[config.mk]
export PLATFORM = sky130hd
export DESIGN_NAME = disk_rebuild_ctrl
export DESIGN_NICKNAME = d
export VERILOG_FILES = /design/src/rtl/raid_pkg.sv /design/src/rtl/parity_accum.sv /design/src/rtl/disk_rebuild_ctrl.sv
export SDC_FILE = /design/constraint.sdc
export NUM_CORES = 1
export LEC_CHECK = 0
export ABC_AREA = 1
export BUFFER_PORTS_ARGS = -buffer_cell sky130_fd_sc_hd__buf_2
export CAP_MARGIN = 5
export CORE_MARGIN = 5
export CORE_UTILIZATION = 53
export DETAILED_ROUTE_END_ITERATION = 6
export PLACE_DENSITY_LB_ADDON = 0.15
export SYNTH_ARGS = -nofsm -noshare
export SYNTH_HDL_FRONTEND = slang
export SYNTH_SLANG_ARGS = --single-unit
[constraint.sdc]
create_clock -name clk -period 3.3 [get_ports clk]
set_input_delay 0.165 -clock clk [delete_from_list [all_inputs] [get_ports clk]]
set_output_delay 0.165 -clock clk [all_outputs]
set_load 0.02 [all_outputs]
[src/rtl/raid_pkg.sv]
// Shared types for the disk clear/restore sweep controller.
package raid_pkg;

  // Width of a disk index; the array holds at most 2**DISK_W disks.
  localparam int DISK_W = 2;

  typedef enum logic [2:0] {
    IDLE,
    INIT,
    RD,
    WR,
    NEXT,
    DONE
  } state_t;

  // Restore is the reset mode, so it takes encoding 0.
  typedef enum logic {
    MODE_RESTORE = 1'b0,
    MODE_CLEAR   = 1'b1
  } mode_t;

endpackage

[src/rtl/parity_accum.sv]
// XOR parity accumulator: synchronous load-zero, accumulate on enable.
module parity_accum #(
  parameter int DATA_W = 32
) (
  input  logic              clk,
  input  logic              n_rst,
  input  logic              clr,
  input  logic              en,
  input  logic [DATA_W-1:0] din,
  output logic [DATA_W-1:0] acc
);

  // Clear wins over accumulate so a new block always starts from zero.
  // NOTE: sequential state uses non-blocking (<=) so every flop samples
  // pre-edge values regardless of block evaluation order.
  always_ff @(posedge clk or negedge n_rst) begin
    if (!n_rst) begin
      acc <= '0;
    end else if (clr) begin
      acc <= '0;
    end else if (en) begin
      acc <= acc ^ din;
    end
  end

endmodule

[src/rtl/disk_rebuild_ctrl.sv]
// Sweep controller for disk clear and disk restore. Drives the external
// block counter (enable/clear) and uses its count as the block address.
// Restore: read every surviving disk, XOR the words, write the parity to the
// target disk. Clear: write zeros to the target disk.
module disk_rebuild_ctrl
  import raid_pkg::*;
#(
  parameter int NUM_DISKS = 4,
  parameter int DATA_W    = 32,
  parameter int BLK_W     = 11
) (
  input  logic              clk,
  input  logic              n_rst,
  input  logic              start_restore,
  input  logic              start_clear,
  input  logic [DISK_W-1:0] tgt_disk,
  input  logic              abort,
  input  logic [BLK_W-1:0]  block_no,
  input  logic              blk_rollover,
  output logic              cnt_enable,
  output logic              cnt_clear,
  output logic              rd_req,
  output logic [DISK_W-1:0] rd_disk,
  output logic [BLK_W-1:0]  rd_addr,
  input  logic              rd_ack,
  input  logic [DATA_W-1:0] rd_data,
  output logic              wr_req,
  output logic [DISK_W-1:0] wr_disk,
  output logic [BLK_W-1:0]  wr_addr,
  output logic [DATA_W-1:0] wr_data,
  input  logic              wr_ack,
  output logic              busy,
  output logic              done,
  output logic              err
);

  state_t              state;
  mode_t               mode_q;
  logic [DISK_W-1:0]   tgt_q;
  logic [DATA_W-1:0]   acc;
  logic                acc_clr;
  logic                acc_en;
  logic [DISK_W:0]     nx_src;
  logic                src_last;
  logic [DISK_W-1:0]   first_src;

  // Next surviving disk after cur, skipping the target; one extra bit so
  // running past the last disk is visible.
  function automatic logic [DISK_W:0] next_src(input logic [DISK_W:0]   cur,
                                               input logic [DISK_W-1:0] tgt);
    logic [DISK_W:0] n;
    n = cur + 1'b1;
    if (n == {1'b0, tgt}) n = n + 1'b1;
    return n;
  endfunction

  // Source sequencing: first survivor and successor of the current one.
  // NOTE: every always_comb output gets a default first so no path can
  // leave it unassigned and infer a latch.
  always_comb begin
    first_src = '0;
    if (tgt_q == '0) first_src = DISK_W'(1);
    nx_src   = next_src({1'b0, rd_disk}, tgt_q);
    src_last = (int'(nx_src) >= NUM_DISKS);
  end

  // Accumulator restarts at sweep start and between blocks; an aborted read
  // never reaches it.
  assign acc_clr = (state == INIT) || (state == NEXT);
  assign acc_en  = (state == RD) && rd_req && rd_ack && !abort;

  parity_accum #(.DATA_W(DATA_W)) u_parity_accum (
    .clk   (clk),
    .n_rst (n_rst),
    .clr   (acc_clr),
    .en    (acc_en),
    .din   (rd_data),
    .acc   (acc)
  );

  // Addresses follow the counter directly; it only moves during NEXT, so
  // they are stable for the whole life of a request.
  assign rd_addr = rd_req ? block_no : '0;
  assign wr_addr = wr_req ? block_no : '0;
  assign wr_disk = wr_req ? tgt_q : '0;
  assign wr_data = (wr_req && mode_q == MODE_RESTORE) ? acc : '0;

  // Sweep FSM with registered requests, counter strobes and status pulses.
  always_ff @(posedge clk or negedge n_rst) begin
    if (!n_rst) begin
      state      <= IDLE;
      mode_q     <= MODE_RESTORE;
      tgt_q      <= '0;
      busy       <= 1'b0;
      done       <= 1'b0;
      err        <= 1'b0;
      cnt_enable <= 1'b0;
      cnt_clear  <= 1'b0;
      rd_req     <= 1'b0;
      rd_disk    <= '0;
      wr_req     <= 1'b0;
    end else begin
      cnt_enable <= 1'b0;
      cnt_clear  <= 1'b0;
      done       <= 1'b0;
      err        <= 1'b0;
      if (abort && state != IDLE) begin
        // Abort beats any same-cycle ack: nothing is accumulated or counted.
        state   <= IDLE;
        busy    <= 1'b0;
        rd_req  <= 1'b0;
        rd_disk <= '0;
        wr_req  <= 1'b0;
        err     <= 1'b1;
      end else begin
        case (state)
          IDLE: begin
            if (start_restore || start_clear) begin
              tgt_q  <= tgt_disk;
              mode_q <= start_restore ? MODE_RESTORE : MODE_CLEAR;
              if (int'(tgt_disk) >= NUM_DISKS) begin
                err <= 1'b1;
              end else begin
                state     <= INIT;
                busy      <= 1'b1;
                cnt_clear <= 1'b1;
              end
            end
          end
          INIT: begin
            if (mode_q == MODE_RESTORE) begin
              state   <= RD;
              rd_req  <= 1'b1;
              rd_disk <= first_src;
            end else begin
              state  <= WR;
              wr_req <= 1'b1;
            end
          end
          RD: begin
            // rd_req stays up across sources; only rd_disk moves.
            if (rd_req && rd_ack) begin
              if (src_last) begin
                state   <= WR;
                rd_req  <= 1'b0;
                rd_disk <= '0;
                wr_req  <= 1'b1;
              end else begin
                rd_disk <= nx_src[DISK_W-1:0];
              end
            end
          end
          WR: begin
            // blk_rollover cannot change before NEXT, so deciding the advance
            // here puts the cnt_enable pulse inside NEXT and the counter has
            // moved by the time the next block's request rises.
            if (wr_req && wr_ack) begin
              state      <= NEXT;
              wr_req     <= 1'b0;
              cnt_enable <= !blk_rollover;
            end
          end
          NEXT: begin
            if (blk_rollover) begin
              state <= DONE;
              done  <= 1'b1;
            end else if (mode_q == MODE_RESTORE) begin
              state   <= RD;
              rd_req  <= 1'b1;
              rd_disk <= first_src;
            end else begin
              state  <= WR;
              wr_req <= 1'b1;
            end
          end
          DONE: begin
            state <= IDLE;
            busy  <= 1'b0;
          end
          default: state <= IDLE;
        endcase
      end
    end
  end

endmodule

==> flow_summary.html <==
<table>
<tr><th>Metric</th><th>Value</th></tr>
<tr><th colspan="2">Global routing</th></tr>
<tr><td>GRT Residual Overflow</td><td>0</td></tr>
<tr><td>Overall Global Routing Usage</td><td>19.4%</td></tr>
<tr><td>Maximum number of pins on one net before global-route repair</td><td>53</td></tr>
<tr><td>Via count of the first global-routing pass</td><td>2,783</td></tr>
<tr><td>Number of antenna violations at the first check in global routing</td><td>0</td></tr>
<tr><td>Wire length of the first global-routing pass</td><td>11.8 mm</td></tr>
<tr><th colspan="2">CTS</th></tr>
<tr><td>Buffer depth of the longest clock path</td><td>2</td></tr>
<tr><td>Max H-tree Level</td><td>2</td></tr>
<tr><td>Post-CTS setup buffer count</td><td>0</td></tr>
<tr><td>Root cell of the clock tree</td><td>sky130_fd_sc_hd__clkbuf_8</td></tr>
<tr><td>Clock transition at the registers of the reported paths</td><td>0.08 ns</td></tr>
<tr><td>Clock tree from TritonCTS</td><td>built</td></tr>
<tr><td>TritonCTS Buffers</td><td>5</td></tr>
<tr><td>Number of sinks handled by clock tree synthesis</td><td>47</td></tr>
<tr><td>Number of buffers added to fix hold violations after cts</td><td>0</td></tr>
<tr><td>CTS resizes</td><td>0</td></tr>
<tr><td>Skew-Pair Late Insertion Delay</td><td>0.30 ns</td></tr>
<tr><th colspan="2">Setup path</th></tr>
<tr><td>Longest individual stage delay on the worst path</td><td>0.74 ns</td></tr>
<tr><td>Critical path required time</td><td>3.49 ns</td></tr>
<tr><td>Setup Crit Path Kind</td><td>reg -&gt; reg</td></tr>
<tr><td>CP max-delay cell</td><td>sky130_fd_sc_hd__inv_2</td></tr>
<tr><td>Startpoint Class</td><td>flip-flop</td></tr>
<tr><td>Most Frequent Cell on Critical Path</td><td>sky130_fd_sc_hd__nand2_1</td></tr>
<tr><td>Capturing element type of the critical path</td><td>flip-flop</td></tr>
<tr><td>Cell-by-cell trace of the critical path</td><td>nand2_1 -&gt; nor2_4 -&gt; inv_2 -&gt; o21ai_0 -&gt; nand2_1 -&gt; nor2_1</td></tr>
<tr><td>Critical-path maximum fanout</td><td>52</td></tr>
<tr><td>Arrival time of the worst setup path</td><td>2.23 ns</td></tr>
<tr><th colspan="2">Power and ir drop</th></tr>
<tr><td>Overall power after layout</td><td>2.46 mW</td></tr>
<tr><td>Logic pwr share</td><td>49.2%</td></tr>
<tr><td>Reported net switching power</td><td>1.15 mW</td></tr>
<tr><td>Switching share of total power</td><td>46.8%</td></tr>
<tr><td>PwrDens</td><td>677 nW/um^2</td></tr>
<tr><td>Maximum resistive drop on vdd</td><td>570 uV</td></tr>
<tr><td>Fraction of power consumed by the clock network</td><td>16.5%</td></tr>
<tr><td>Internal portion of total power</td><td>1.31 mW</td></tr>
<tr><td>Leakage power of the design</td><td>2.24 nW</td></tr>
<tr><td>Relative contribution of sequential cells to total power</td><td>34.3%</td></tr>
<tr><th colspan="2">Flow run</th></tr>
<tr><td>Max capacitance violation total</td><td>0</td></tr>
<tr><th colspan="2">Synth</th></tr>
<tr><td>Sequential share of the synthesized area</td><td>40.2%</td></tr>
<tr><td>Warnings, synthesis</td><td>0</td></tr>
<tr><td>Flip-flop and latch count after synthesis</td><td>47</td></tr>
<tr><td>Total standard cell area after synthesis</td><td>2930 sq um</td></tr>
<tr><td>Net count of the mapped netlist</td><td>493</td></tr>
<tr><td>Synth Area per Inst</td><td>6.68 sq um</td></tr>
<tr><td>Number of distinct library cell variants in the gate-level netlist after synthesis</td><td>20</td></tr>
<tr><td>Number of cells produced by synthesis</td><td>438</td></tr>
<tr><th colspan="2">Die</th></tr>
<tr><td>I/O pin count</td><td>118</td></tr>
<tr><td>Die Area</td><td>7100 sq um</td></tr>
<tr><td>Chip width</td><td>84.3 um</td></tr>
<tr><td>Num rows</td><td>27</td></tr>
<tr><td>Overall die height</td><td>84.3 um</td></tr>
<tr><td>Effective utilization at floorplan</td><td>53.8%</td></tr>
<tr><td>Area of the core</td><td>5440 sq um</td></tr>
<tr><th colspan="2">STA</th></tr>
<tr><td>Number of failing setup endpoints in the final timing report</td><td>0</td></tr>
<tr><td>Max Transition Viols Final</td><td>0</td></tr>
<tr><td>Worst-case setup margin in the final layout</td><td>1.26 ns</td></tr>
<tr><td>Endpoints failing hold</td><td>0</td></tr>
<tr><td>Unrepaired setup endpoints after global routing</td><td>false</td></tr>
<tr><td>Actual transition at the worst max-transition pin</td><td>1.04 ns</td></tr>
<tr><td>Final-layout worst hold slack</td><td>0.0436 ns</td></tr>
<tr><td>Post-layout minimum cycle time</td><td>2.04 ns</td></tr>
<tr><td>Clock Skews</td><td>0.00599 ns</td></tr>
<tr><td>F_max</td><td>489 MHz</td></tr>
<tr><td>Post-route clock period utilization</td><td>61.9%</td></tr>
<tr><td>Worst max-slew margin expressed relative to the limit</td><td>30.6%</td></tr>
<tr><td>Post-Route Setup TNS</td><td>0 ns</td></tr>
<tr><th colspan="2">Route</th></tr>
<tr><td>First-iteration detailed-routing DRC count</td><td>123</td></tr>
<tr><td>Avg WL per Cell</td><td>10.8 um</td></tr>
<tr><td>Ratio of routed vias to standard cells</td><td>4.74</td></tr>
<tr><td>Number of design rule violations left after detail routing</td><td>0</td></tr>
<tr><td>Post-route antenna net violation count</td><td>0</td></tr>
<tr><td>Pre-antenna DRT Iters</td><td>4</td></tr>
<tr><td>Via Count</td><td>2,950</td></tr>
<tr><td>Wire length reported by the detailed router</td><td>6.74 mm</td></tr>
<tr><th colspan="2">Finish</th></tr>
<tr><td>Finished Cell Area</td><td>3630 sq um</td></tr>
<tr><td>Multi-input logic area</td><td>1290 sq um</td></tr>
<tr><td>Area grow syn2layout</td><td>24.3%</td></tr>
<tr><td>Number of nets in the layout</td><td>605</td></tr>
<tr><td>Number of diodes</td><td>0</td></tr>
<tr><td>Final core occ</td><td>66.8%</td></tr>
<tr><td>Count of placed standard cells in the final layout, fillers left out</td><td>622</td></tr>
<tr><td>Filler Cells Inserted</td><td>525</td></tr>
<tr><td>Fraction of layout instances using a drive strength above 1</td><td>28.0%</td></tr>
<tr><td>Sequential cell area</td><td>1180 sq um</td></tr>
<tr><th colspan="2">Placement</th></tr>
<tr><td>Post-place setup slack</td><td>1.27 ns</td></tr>
<tr><td>Dpl hpwl</td><td>5.08 mm</td></tr>
<tr><td>Cell count after placement</td><td>615</td></tr>
<tr><td>Placed cell areas</td><td>3530 sq um</td></tr>
<tr><td>Placer's final routability congestion estimate</td><td>0.898</td></tr>
<tr><td>Total of buffers placed on input and output ports</td><td>117</td></tr>
<tr><th colspan="2">Hold path</th></tr>
<tr><td>Class of the tightest hold or removal check</td><td>in -&gt; async</td></tr>
<tr><th colspan="2">Status</th></tr>
<tr><td>Result of the run</td><td>complete, no violations</td></tr>
</table>
## area by class of cell
class / count / area share [%]
Multi-Input combinational cell: 277 / 35.5
Sequential cell: 47 / 32.4
Clock buffer: 6 / 2.00
Inverter: 100 / 10.3
Timing Repair Buffer: 119 / 16.5
Clock inverter: 1 / 0.826
Tap cell: 72 / 2.48
## path summary, 6_finish.rpt
check	endpoint	slack [ns]	start	cells after the start
max	u_parity_accum.acc[12]	1.26	rd_req	6
min	u_parity_accum.acc[15]	0.04	n_rst	1
max reg2reg	u_parity_accum.acc[12]	1.26	rd_req	6
min reg2reg	u_parity_accum.acc[31]	0.53	u_parity_accum.acc[31]	2
max in group asynchronous	busy	2.61	n_rst	1
min in group clk	mode_q	0.07	start_restore	2
## flip-flops by register name, summed over array words and instances (netlist names), 2 cells and up
name,count
tgt_q,2
rd_disk,2
state,3
u_parity_accum.acc,32
## worst max-delay path, delay by kind of cell (launching register included)
kind                   cells  cell delay, ns
buffers and inverters      1            0.74
flip-flops                 1            0.55
AND/OR/NAND/NOR            4            0.45
AO/OA/AOI/OAI              1            0.18
## layout by cell type (no fill, tap or decap), drive strengths merged
cell type / Yosys / final
buf: 8 / 119
nand2: 101 / 101
inv: 100 / 100
nor2: 80 / 80
dfrtp: 47 / 47
o21ai: 37 / 37
nor3: 26 / 26
nand3: 16 / 16
a21oi: 11 / 11
clkbuf: 6 / 6
nand4: 2 / 2
ha: 2 / 2
nor4: 1 / 1
a31oi: 1 / 1
bufinv: 0 / 1
## metal layers
metal	wire [um]	global-route usage, %	vias up
li1	-	-	1534
met3	423	3.93	7
met1	2760	22.8	1320
met2	3500	36.7	89
met5	0	0	-
met4	55	3.22	0
## synth_stat cells
cell type	n	area (sq um)
sky130_fd_sc_hd__nand3_1	15	75.1
sky130_fd_sc_hd__buf_4	1	7.51
sky130_fd_sc_hd__o21ai_0	13	65.1
sky130_fd_sc_hd__nand3_2	1	10.0
sky130_fd_sc_hd__nor4_1	1	6.26
sky130_fd_sc_hd__inv_2	2	7.51
sky130_fd_sc_hd__buf_2	4	20.0
sky130_fd_sc_hd__buf_6	3	33.8
sky130_fd_sc_hd__a31oi_1	1	6.26
sky130_fd_sc_hd__clkbuf_1	6	22.5
sky130_fd_sc_hd__nor2_4	2	22.5
sky130_fd_sc_hd__nand4_1	2	12.5
sky130_fd_sc_hd__o21ai_2	24	210
sky130_fd_sc_hd__dfrtp_1	47	1180
sky130_fd_sc_hd__nand2_1	101	379
sky130_fd_sc_hd__nor2_1	78	293
sky130_fd_sc_hd__nor3_1	26	130
sky130_fd_sc_hd__inv_1	98	368
sky130_fd_sc_hd__ha_1	2	25.0
sky130_fd_sc_hd__a21oi_1	11	55.1
## cells by family (layout without fill, tap and decap cells)
kind of cell / Yosys count / after routing / synth area share, %
AO/OA/AOI/OAI: 49 / 49 / 11.5
flip-flops: 47 / 47 / 40.2
buffers and inverters: 114 / 226 / 15.7
adder cells (fa/ha/maj): 2 / 2 / 0.855
AND/OR/NAND/NOR: 226 / 226 / 31.7
## power by group through the flow
| stage | Clock [mW] | Sequential [mW] | Combinational, mW |
|---|---|---|---|
| 6_report | 0.407 | 0.844 | 1.21 |
| 5_1_grt | 0.448 | 0.870 | 1.37 |
| 4_1_cts | 0.416 | 0.844 | 1.22 |
| 3_5_place_dp | 0 | 0.855 | 1.22 |
| 3_3_place_gp | 0 | 0.850 | 1.19 |
| 2_1_floorplan | 0 | 0.841 | 0.889 |
Note: power is estimated with default switching activity, not from simulation.
